File: src/rtl/pipe_hazard_ctrl_if.sv
// Hazard-controller bundle: hazard sources coming into the controller and the
// stall/flush/divider controls it drives back into the pipeline.
interface pipe_hazard_ctrl_if;
    logic [4:0] ID_rs;
    logic [4:0] ID_rt;
    logic       ID_ReadRs;
    logic       ID_ReadRt;
    logic       EXE_IsLoad;
    logic [4:0] EXE_Dst;
    logic       EXE_IsDiv;
    logic       MEM_ExcValid;
    logic       DCache_Busy;
    logic       ICache_Busy;

    logic       PC_Wr;
    logic       ID_Wr;
    logic       EXE_Wr;
    logic       MEM_Wr;
    logic       ID_Flush;
    logic       EXE_Flush;
    logic       MEM_Flush;
    logic       Div_Start;
    logic       Div_Abort;
    logic       Div_Busy;

    // Pipeline side: sources hazard status, consumes stall/flush controls.
    modport master (
        output ID_rs, ID_rt, ID_ReadRs, ID_ReadRt, EXE_IsLoad, EXE_Dst, EXE_IsDiv,
               MEM_ExcValid, DCache_Busy, ICache_Busy,
        input  PC_Wr, ID_Wr, EXE_Wr, MEM_Wr, ID_Flush, EXE_Flush, MEM_Flush,
               Div_Start, Div_Abort, Div_Busy
    );

    // Controller side.
    modport slave (
        input  ID_rs, ID_rt, ID_ReadRs, ID_ReadRt, EXE_IsLoad, EXE_Dst, EXE_IsDiv,
               MEM_ExcValid, DCache_Busy, ICache_Busy,
        output PC_Wr, ID_Wr, EXE_Wr, MEM_Wr, ID_Flush, EXE_Flush, MEM_Flush,
               Div_Start, Div_Abort, Div_Busy
    );
endinterface

File: src/rtl/pipe_hazard_ctrl.sv
// Central stall/flush sequencer for the five-stage pipeline, including the
// multi-cycle divider sequencing FSM that occupies EXE.
module pipe_hazard_ctrl #(
    parameter int unsigned  DIV_CYCLES = 34,
    localparam int unsigned CNT_W      = $clog2(DIV_CYCLES + 1)
) (
    input logic               clk,
    input logic               rst,
    pipe_hazard_ctrl_if.slave hz
);

    typedef enum logic [1:0] {
        StIdle    = 2'd0,
        StDivRun  = 2'd1,
        StDivDone = 2'd2
    } state_e;

    state_e           state_q;
    logic [CNT_W-1:0] cnt_q;

    logic exc;
    logic dc_busy;
    logic load_use;
    logic div_stall;
    logic div_start;

    always_comb begin
        exc      = hz.MEM_ExcValid;
        dc_busy  = hz.DCache_Busy;
        // $0 is hardwired zero, so a load targeting it never creates a dependency.
        load_use = hz.EXE_IsLoad && (hz.EXE_Dst != 5'd0) &&
                   ((hz.ID_ReadRs && (hz.ID_rs == hz.EXE_Dst)) ||
                    (hz.ID_ReadRt && (hz.ID_rt == hz.EXE_Dst)));
        // EXE_IsDiv is only honoured from IDLE, so DIV_DONE cannot restart the same divide.
        div_stall = ((state_q == StIdle) && hz.EXE_IsDiv) || (state_q == StDivRun);
        div_start = (state_q == StIdle) && hz.EXE_IsDiv && !exc && !dc_busy;
    end

    always_comb begin
        hz.PC_Wr     = 1'b1;
        hz.ID_Wr     = 1'b1;
        hz.EXE_Wr    = 1'b1;
        hz.MEM_Wr    = 1'b1;
        hz.ID_Flush  = 1'b0;
        hz.EXE_Flush = 1'b0;
        hz.MEM_Flush = 1'b0;
        hz.Div_Start = 1'b0;
        hz.Div_Abort = 1'b0;
        hz.Div_Busy  = (state_q != StIdle);

        if (rst) begin
            hz.PC_Wr    = 1'b0;
            hz.ID_Wr    = 1'b0;
            hz.EXE_Wr   = 1'b0;
            hz.MEM_Wr   = 1'b0;
            hz.Div_Busy = 1'b0;
        end else if (exc) begin
            hz.ID_Flush  = 1'b1;
            hz.EXE_Flush = 1'b1;
            hz.MEM_Flush = 1'b1;
            hz.Div_Abort = (state_q != StIdle);
        end else if (dc_busy) begin
            hz.PC_Wr  = 1'b0;
            hz.ID_Wr  = 1'b0;
            hz.EXE_Wr = 1'b0;
            hz.MEM_Wr = 1'b0;
        end else if (div_stall) begin
            // Hold IF/ID/EXE while the divider iterates; MEM receives bubbles.
            hz.PC_Wr     = 1'b0;
            hz.ID_Wr     = 1'b0;
            hz.EXE_Wr    = 1'b0;
            hz.MEM_Flush = 1'b1;
            hz.Div_Start = div_start;
        end else if (load_use) begin
            hz.PC_Wr     = 1'b0;
            hz.ID_Wr     = 1'b0;
            hz.EXE_Flush = 1'b1;
        end else if (hz.ICache_Busy) begin
            hz.PC_Wr    = 1'b0;
            hz.ID_Flush = 1'b1;
        end
    end

    always_ff @(posedge clk or posedge rst) begin
        if (rst) begin
            state_q <= StIdle;
            cnt_q   <= '0;
        end else begin
            unique case (state_q)
                StIdle: begin
                    if (div_start) begin
                        cnt_q   <= CNT_W'(DIV_CYCLES - 1);
                        state_q <= StDivRun;
                    end
                end
                StDivRun: begin
                    // The divider keeps iterating through a D-cache stall.
                    if (exc) begin
                        state_q <= StIdle;
                        cnt_q   <= '0;
                    end else if (cnt_q == '0) begin
                        state_q <= StDivDone;
                    end else begin
                        cnt_q <= cnt_q - 1'b1;
                    end
                end
                StDivDone: begin
                    if (exc || !dc_busy) begin
                        state_q <= StIdle;
                    end
                end
                default: begin
                    state_q <= StIdle;
                    cnt_q   <= '0;
                end
            endcase
        end
    end

endmodule

File: src/flat_wrapper.sv
// flat-port wrapper written by rule: the top's interface ports become plain ports
module pipe_hazard_ctrl_flat 
#(
    parameter int unsigned  DIV_CYCLES = 34,
    localparam int unsigned CNT_W      = $clog2(DIV_CYCLES + 1)
)
  (clk, rst, hz_ID_rs, hz_ID_rt, hz_ID_ReadRs, hz_ID_ReadRt, hz_EXE_IsLoad, hz_EXE_Dst, hz_EXE_IsDiv, hz_MEM_ExcValid, hz_DCache_Busy, hz_ICache_Busy, hz_PC_Wr, hz_ID_Wr, hz_EXE_Wr, hz_MEM_Wr, hz_ID_Flush, hz_EXE_Flush, hz_MEM_Flush, hz_Div_Start, hz_Div_Abort, hz_Div_Busy);
  pipe_hazard_ctrl_if hz_i ();
  input logic clk;
  input logic rst;
  input wire logic [$bits(hz_i.ID_rs)-1:0] hz_ID_rs;
  input wire logic [$bits(hz_i.ID_rt)-1:0] hz_ID_rt;
  input wire logic [$bits(hz_i.ID_ReadRs)-1:0] hz_ID_ReadRs;
  input wire logic [$bits(hz_i.ID_ReadRt)-1:0] hz_ID_ReadRt;
  input wire logic [$bits(hz_i.EXE_IsLoad)-1:0] hz_EXE_IsLoad;
  input wire logic [$bits(hz_i.EXE_Dst)-1:0] hz_EXE_Dst;
  input wire logic [$bits(hz_i.EXE_IsDiv)-1:0] hz_EXE_IsDiv;
  input wire logic [$bits(hz_i.MEM_ExcValid)-1:0] hz_MEM_ExcValid;
  input wire logic [$bits(hz_i.DCache_Busy)-1:0] hz_DCache_Busy;
  input wire logic [$bits(hz_i.ICache_Busy)-1:0] hz_ICache_Busy;
  output wire logic [$bits(hz_i.PC_Wr)-1:0] hz_PC_Wr;
  output wire logic [$bits(hz_i.ID_Wr)-1:0] hz_ID_Wr;
  output wire logic [$bits(hz_i.EXE_Wr)-1:0] hz_EXE_Wr;
  output wire logic [$bits(hz_i.MEM_Wr)-1:0] hz_MEM_Wr;
  output wire logic [$bits(hz_i.ID_Flush)-1:0] hz_ID_Flush;
  output wire logic [$bits(hz_i.EXE_Flush)-1:0] hz_EXE_Flush;
  output wire logic [$bits(hz_i.MEM_Flush)-1:0] hz_MEM_Flush;
  output wire logic [$bits(hz_i.Div_Start)-1:0] hz_Div_Start;
  output wire logic [$bits(hz_i.Div_Abort)-1:0] hz_Div_Abort;
  output wire logic [$bits(hz_i.Div_Busy)-1:0] hz_Div_Busy;
  assign hz_i.ID_rs = hz_ID_rs;
  assign hz_i.ID_rt = hz_ID_rt;
  assign hz_i.ID_ReadRs = hz_ID_ReadRs;
  assign hz_i.ID_ReadRt = hz_ID_ReadRt;
  assign hz_i.EXE_IsLoad = hz_EXE_IsLoad;
  assign hz_i.EXE_Dst = hz_EXE_Dst;
  assign hz_i.EXE_IsDiv = hz_EXE_IsDiv;
  assign hz_i.MEM_ExcValid = hz_MEM_ExcValid;
  assign hz_i.DCache_Busy = hz_DCache_Busy;
  assign hz_i.ICache_Busy = hz_ICache_Busy;
  assign hz_PC_Wr = hz_i.PC_Wr;
  assign hz_ID_Wr = hz_i.ID_Wr;
  assign hz_EXE_Wr = hz_i.EXE_Wr;
  assign hz_MEM_Wr = hz_i.MEM_Wr;
  assign hz_ID_Flush = hz_i.ID_Flush;
  assign hz_EXE_Flush = hz_i.EXE_Flush;
  assign hz_MEM_Flush = hz_i.MEM_Flush;
  assign hz_Div_Start = hz_i.Div_Start;
  assign hz_Div_Abort = hz_i.Div_Abort;
  assign hz_Div_Busy = hz_i.Div_Busy;
  pipe_hazard_ctrl #(.DIV_CYCLES(DIV_CYCLES)) u_core (.clk(clk), .rst(rst), .hz(hz_i));
endmodule
File: config.mk
export PLATFORM = sky130hd
export DESIGN_NAME = pipe_hazard_ctrl_flat
export DESIGN_NICKNAME = d
export VERILOG_FILES = /design/src/rtl/pipe_hazard_ctrl_if.sv /design/src/rtl/pipe_hazard_ctrl.sv /design/src/flat_wrapper.sv
export SDC_FILE = /design/constraint.sdc
export NUM_CORES = 1
export LEC_CHECK = 0
export CAP_MARGIN = 20
export CELL_PAD_IN_SITES_DETAIL_PLACEMENT = 1
export CELL_PAD_IN_SITES_GLOBAL_PLACEMENT = 2
export CORE_ASPECT_RATIO = 0.5
export CORE_UTILIZATION = 24
export CTS_BUF_LIST = sky130_fd_sc_hd__clkbuf_4 sky130_fd_sc_hd__clkbuf_8 sky130_fd_sc_hd__clkbuf_16
export DETAILED_ROUTE_END_ITERATION = 16
export PLACE_DENSITY_LB_ADDON = 0.1
export SLEW_MARGIN = 20
export SYNTH_ARGS = -nofsm -noshare
export SYNTH_HDL_FRONTEND = slang
export SYNTH_SLANG_ARGS = --single-unit
export TNS_END_PERCENT = 100
File: constraint.sdc
create_clock -name clk -period 3.8 [get_ports clk]
set_clock_uncertainty 0.05 [all_clocks]
set_input_delay 0.76 -clock clk [delete_from_list [all_inputs] [get_ports clk]]
set_output_delay 0.76 -clock clk [all_outputs]
set_load 0.01 [all_outputs]
==> results_tabular.tex <==
\begin{tabular}{lr}
\hline
Metric & Value \\
\hline
\multicolumn{2}{l}{\textbf{Detailed routing}} \\
\quad Starting DRC count in detailed routing & 20 \\
\quad Final wirelength & 2.31 mm \\
\quad Post-DRT Antenna Nets & 0 \\
\quad Via count of the routed design & 804 \\
\quad DRC violation count after routing & 0 \\
\quad Number of optimization iterations in the first detailed-route pass & 4 \\
\quad Average routed wire per standard cell & 13.9 um \\
\quad Drt via density & 4.84 \\
\multicolumn{2}{l}{\textbf{Clocking}} \\
\quad \# clock sinks & 8 \\
\quad \# Post-CTS Setup Buffers & 0 \\
\quad Clock latency on the worst-skew pair & 0.23 ns \\
\quad CTS tree & built \\
\quad Total of hold buffers inserted after clock tree synthesis & 0 \\
\quad Number of buffers created by CTS & 3 \\
\quad Htree depth & 1 \\
\quad Clock root buffer master & sky130\_fd\_sc\_hd\_\_clkbuf\_8 \\
\quad Post-cts repair resize count & 0 \\
\quad Clock Pin Slew Worst Setup and Hold Paths & 0.04 ns \\
\quad Max Root-Sink Buffers & 2 \\
\multicolumn{2}{l}{\textbf{Die}} \\
\quad Standard-cell rows & 13 \\
\quad Vertical die dimension & 41.7 um \\
\quad Num ports & 34 \\
\quad Width of the die & 81.5 um \\
\quad Area of the core region & 2780 sq um \\
\quad Area of the die & 3400 sq um \\
\quad Initial core utilization & 0.273 \\
\multicolumn{2}{l}{\textbf{Power}} \\
\quad Internal cell power & 0.278 mW \\
\quad Share of total power in the clock network & 0.233 \\
\quad Power spent charging and discharging nets & 0.161 mW \\
\quad Max IR drop VDD & 0.153 mV \\
\quad Leakage power & 0.476 nW \\
\quad Power density of the placed cells & 365 nW/um\^{}2 \\
\quad Sw Ratio & 0.366 \\
\quad Share of total power in combinational logic & 0.483 \\
\quad Total Power Consumption & 0.438 mW \\
\quad Relative contribution of sequential cells to total power & 0.284 \\
\multicolumn{2}{l}{\textbf{Global route}} \\
\quad Number of global-route vias before repair & 836 \\
\quad Total routing resource utilization after global routing & 0.153 \\
\quad Congestion Overflow GR & 0 \\
\quad Initial antenna violation count & 0 \\
\quad First-pass GRT wire length & 3.96 mm \\
\quad Largest net degree at the start of global routing & 16 \\
\multicolumn{2}{l}{\textbf{Finish}} \\
\quad Layout Area Growth over Synthesis & 58.4\% \\
\quad Finished Layout Cells & 166 \\
\quad Ratio of cells with drive above 1 in the final layout & 0.101 \\
\quad Inserted Diodes & 0 \\
\quad Net count reported at finish & 157 \\
\multicolumn{2}{l}{\textbf{Logic synthesis}} \\
\quad Post-synthesis cell type with the largest combined area & sky130\_fd\_sc\_hd\_\_dfrtp\_1 \\
\quad Largest cells by area after synthesis & sky130\_fd\_sc\_hd\_\_dfrtp\_1, sky130\_fd\_sc\_hd\_\_xnor2\_1, sky130\_fd\_sc\_hd\_\_o32ai\_4 \\
\quad Gate Count Post-Synth & 91 \\
\quad Leading cell type by number of instances after synthesis & sky130\_fd\_sc\_hd\_\_xnor2\_1 \\
\quad Part of the Yosys area used for sequential elements & 0.264 \\
\quad Synthesized cell area & 758 sq um \\
\quad Async SR Flop Fraction & 1.00 \\
\quad Post-Synthesis Net Count & 117 \\
\quad Top\_reg\_cell synth & sky130\_fd\_sc\_hd\_\_dfrtp\_1 \\
\quad Cell types with the highest counts after synthesis & sky130\_fd\_sc\_hd\_\_xnor2\_1, sky130\_fd\_sc\_hd\_\_dfrtp\_1, sky130\_fd\_sc\_hd\_\_inv\_1, sky130\_fd\_sc\_hd\_\_nor2\_1 \\
\quad Number of distinct library cells after synthesis & 40 \\
\quad Post-synth EDFFs & 0 \\
\quad Count of synthesis-stage warnings from yosys & 0 \\
\quad Post-Syn Area per Cell & 8.33 sq um \\
\quad Register bit count reported by yosys & 8 \\
\quad Area share of the largest cell type after synthesis & 0.264 \\
\multicolumn{2}{l}{\textbf{Outcome}} \\
\quad Status & finished, final reports clean \\
\multicolumn{2}{l}{\textbf{STA}} \\
\quad RSZ-0062 raised after global routing & no \\
\quad Period utilisation layout & 0.940 \\
\quad Max Freq & 280 MHz \\
\quad Hold violation count in the final report & 0 \\
\quad Final critical-path required period & 3.57 ns \\
\quad Total of endpoints with negative setup slack in the final report & 0 \\
\quad Setup TNS & 0 ns \\
\quad Final Max Slew Viols & 0 \\
\quad Max transition margin & 0.697 \\
\quad Transition time at the pin with the least slew margin & 0.453 ns \\
\multicolumn{2}{l}{\textbf{Setup path}} \\
\quad Most frequent CP cell & sky130\_fd\_sc\_hd\_\_clkdlybuf4s50\_1 \\
\quad Capturing element type of the critical path & output port \\
\quad Launching element of the worst setup path & hz\_EXE\_Dst[0] \\
\quad Worst reg2reg path startpoint & u\_core.state\_q[0] \\
\quad Slowest Stage Delay on Critical Path & 0.59 ns \\
\quad Crit path launch type & input pin \\
\quad Max Fanout on Critical Path & 3 \\
\quad Critical path data required time & 2.99 ns \\
\quad Arrival time worst endpoint & 2.76 ns \\
\quad Worst Setup Path Type & in2out \\
\quad Library cell contributing the largest single delay on the critical path & sky130\_fd\_sc\_hd\_\_or4\_1 \\
\quad Cell Chain, Critical Path & clkdlybuf4s50\_1, or4\_1, o21ai\_1, nor2\_1, a21oi\_1, clkdlybuf4s50\_1 \\
\multicolumn{2}{l}{\textbf{Worst hold path}} \\
\quad Worst Hold Launch & u\_core.cnt\_q[3] \\
\quad Tightest Hold Check Type & reg2reg \\
\multicolumn{2}{l}{\textbf{Run}} \\
\quad Max-capacitance violation count & 0 \\
\multicolumn{2}{l}{\textbf{Placed design}} \\
\quad Final GP Congestion & 0.693 \\
\quad Total of buffers placed on input and output ports & 33 \\
\quad Dpl hpwl & 1.97 mm \\
\quad Number of placed instances, taps included & 163 \\
\hline
\end{tabular}
-- cell type report --
type | instances | area, sq um
fill | 330 | 1580
multi-input combinational | 73 | 519
timing repair buffer | 38 | 368
sequential | 8 | 200
tap | 37 | 46.3
clock buffer | 3 | 41.3
inverter | 7 | 26.3
-- power groups by stage --
stage                     Combinational, mW  Clock (mW)  Sequential, mW
after global routing                  0.237       0.113           0.127
after detailed placement              0.214           0           0.125
after floorplan                       0.134           0           0.121
after global placement                0.211           0           0.124
after CTS                             0.215       0.106           0.125
final                                 0.211       0.102           0.125
-- registers in the layout (all words and copies together), names as in the netlist --
register	flops
u_core.cnt_q	6
u_core.state_q	2
-- metrics by stage --
stage          instance area (sq um)  utilization  setup WS, ns  hold WS [ns]
2_1_floorplan                    758            -          1.07         0.404
4_1_cts                         1200        0.432         0.209         0.454
6_report                        1200        0.432         0.227         0.453
3_3_place_gp                    1160        0.417         0.220         0.436
5_1_grt                         1200        0.432         0.171         0.475
3_5_place_dp                    1160        0.417         0.217         0.448
-- worst max-delay path, delay by kind of cell --
| kind | cells | cell delay [ns] |
|---|---|---|
| buffers and inverters | 2 | 1.04 |
| and+or+nand+nor | 2 | 0.67 |
| AOI/OAI and AO/OA | 2 | 0.30 |
-- metal layers --
layer / global-route usage / up-vias / routed length [um]
li1: - / 412 / -
met5: 0 / - / 0
met4: 0.0321 / 0 / 6
met2: 0.217 / 28 / 956
met1: 0.199 / 362 / 1110
met3: 0.0879 / 2 / 236
-- kinds of logic (layout without fill, tap and decap cells) --
group                    after synthesis  after routing  synth area share
AND/OR/NAND/NOR                       34             34             0.262
AO/OA/AOI/OAI                         26             26             0.261
XOR/XNOR                              10             10             0.116
buffers and inverters                 10             48            0.0512
flip-flops                             8              8             0.264
adder cells (fa/ha/maj)                2              2            0.0330
multiplexers                           1              1            0.0132
-- cell usage in the layout (no fill, tap or decap), drive strengths merged, types with 3 or more instances in the layout --
cell	count
clkdlybuf4s50	33
nor2	7
or2	3
xnor2	10
nor3	3
o22ai	3
a21oi	5
nand2	5
clkbuf	3
nand4	3
o21ai	5
inv	7
dfrtp	8
buf	5
-- worst paths after layout --
path | end | depth (start not counted) | slack [ns]
worst max-delay path | hz_PC_Wr | 6 | 0.23
worst min-delay path | u_core.cnt_q[3] | 1 | 0.45
worst max register to register | u_core.cnt_q[4] | 5 | 1.88
worst min register to register | u_core.cnt_q[3] | 1 | 0.45
max in group asynchronous | u_core.cnt_q[3] | 3 | 2.52
min in group asynchronous | u_core.state_q[0] | 2 | 0.83
Power figures use the tool's default switching activity.
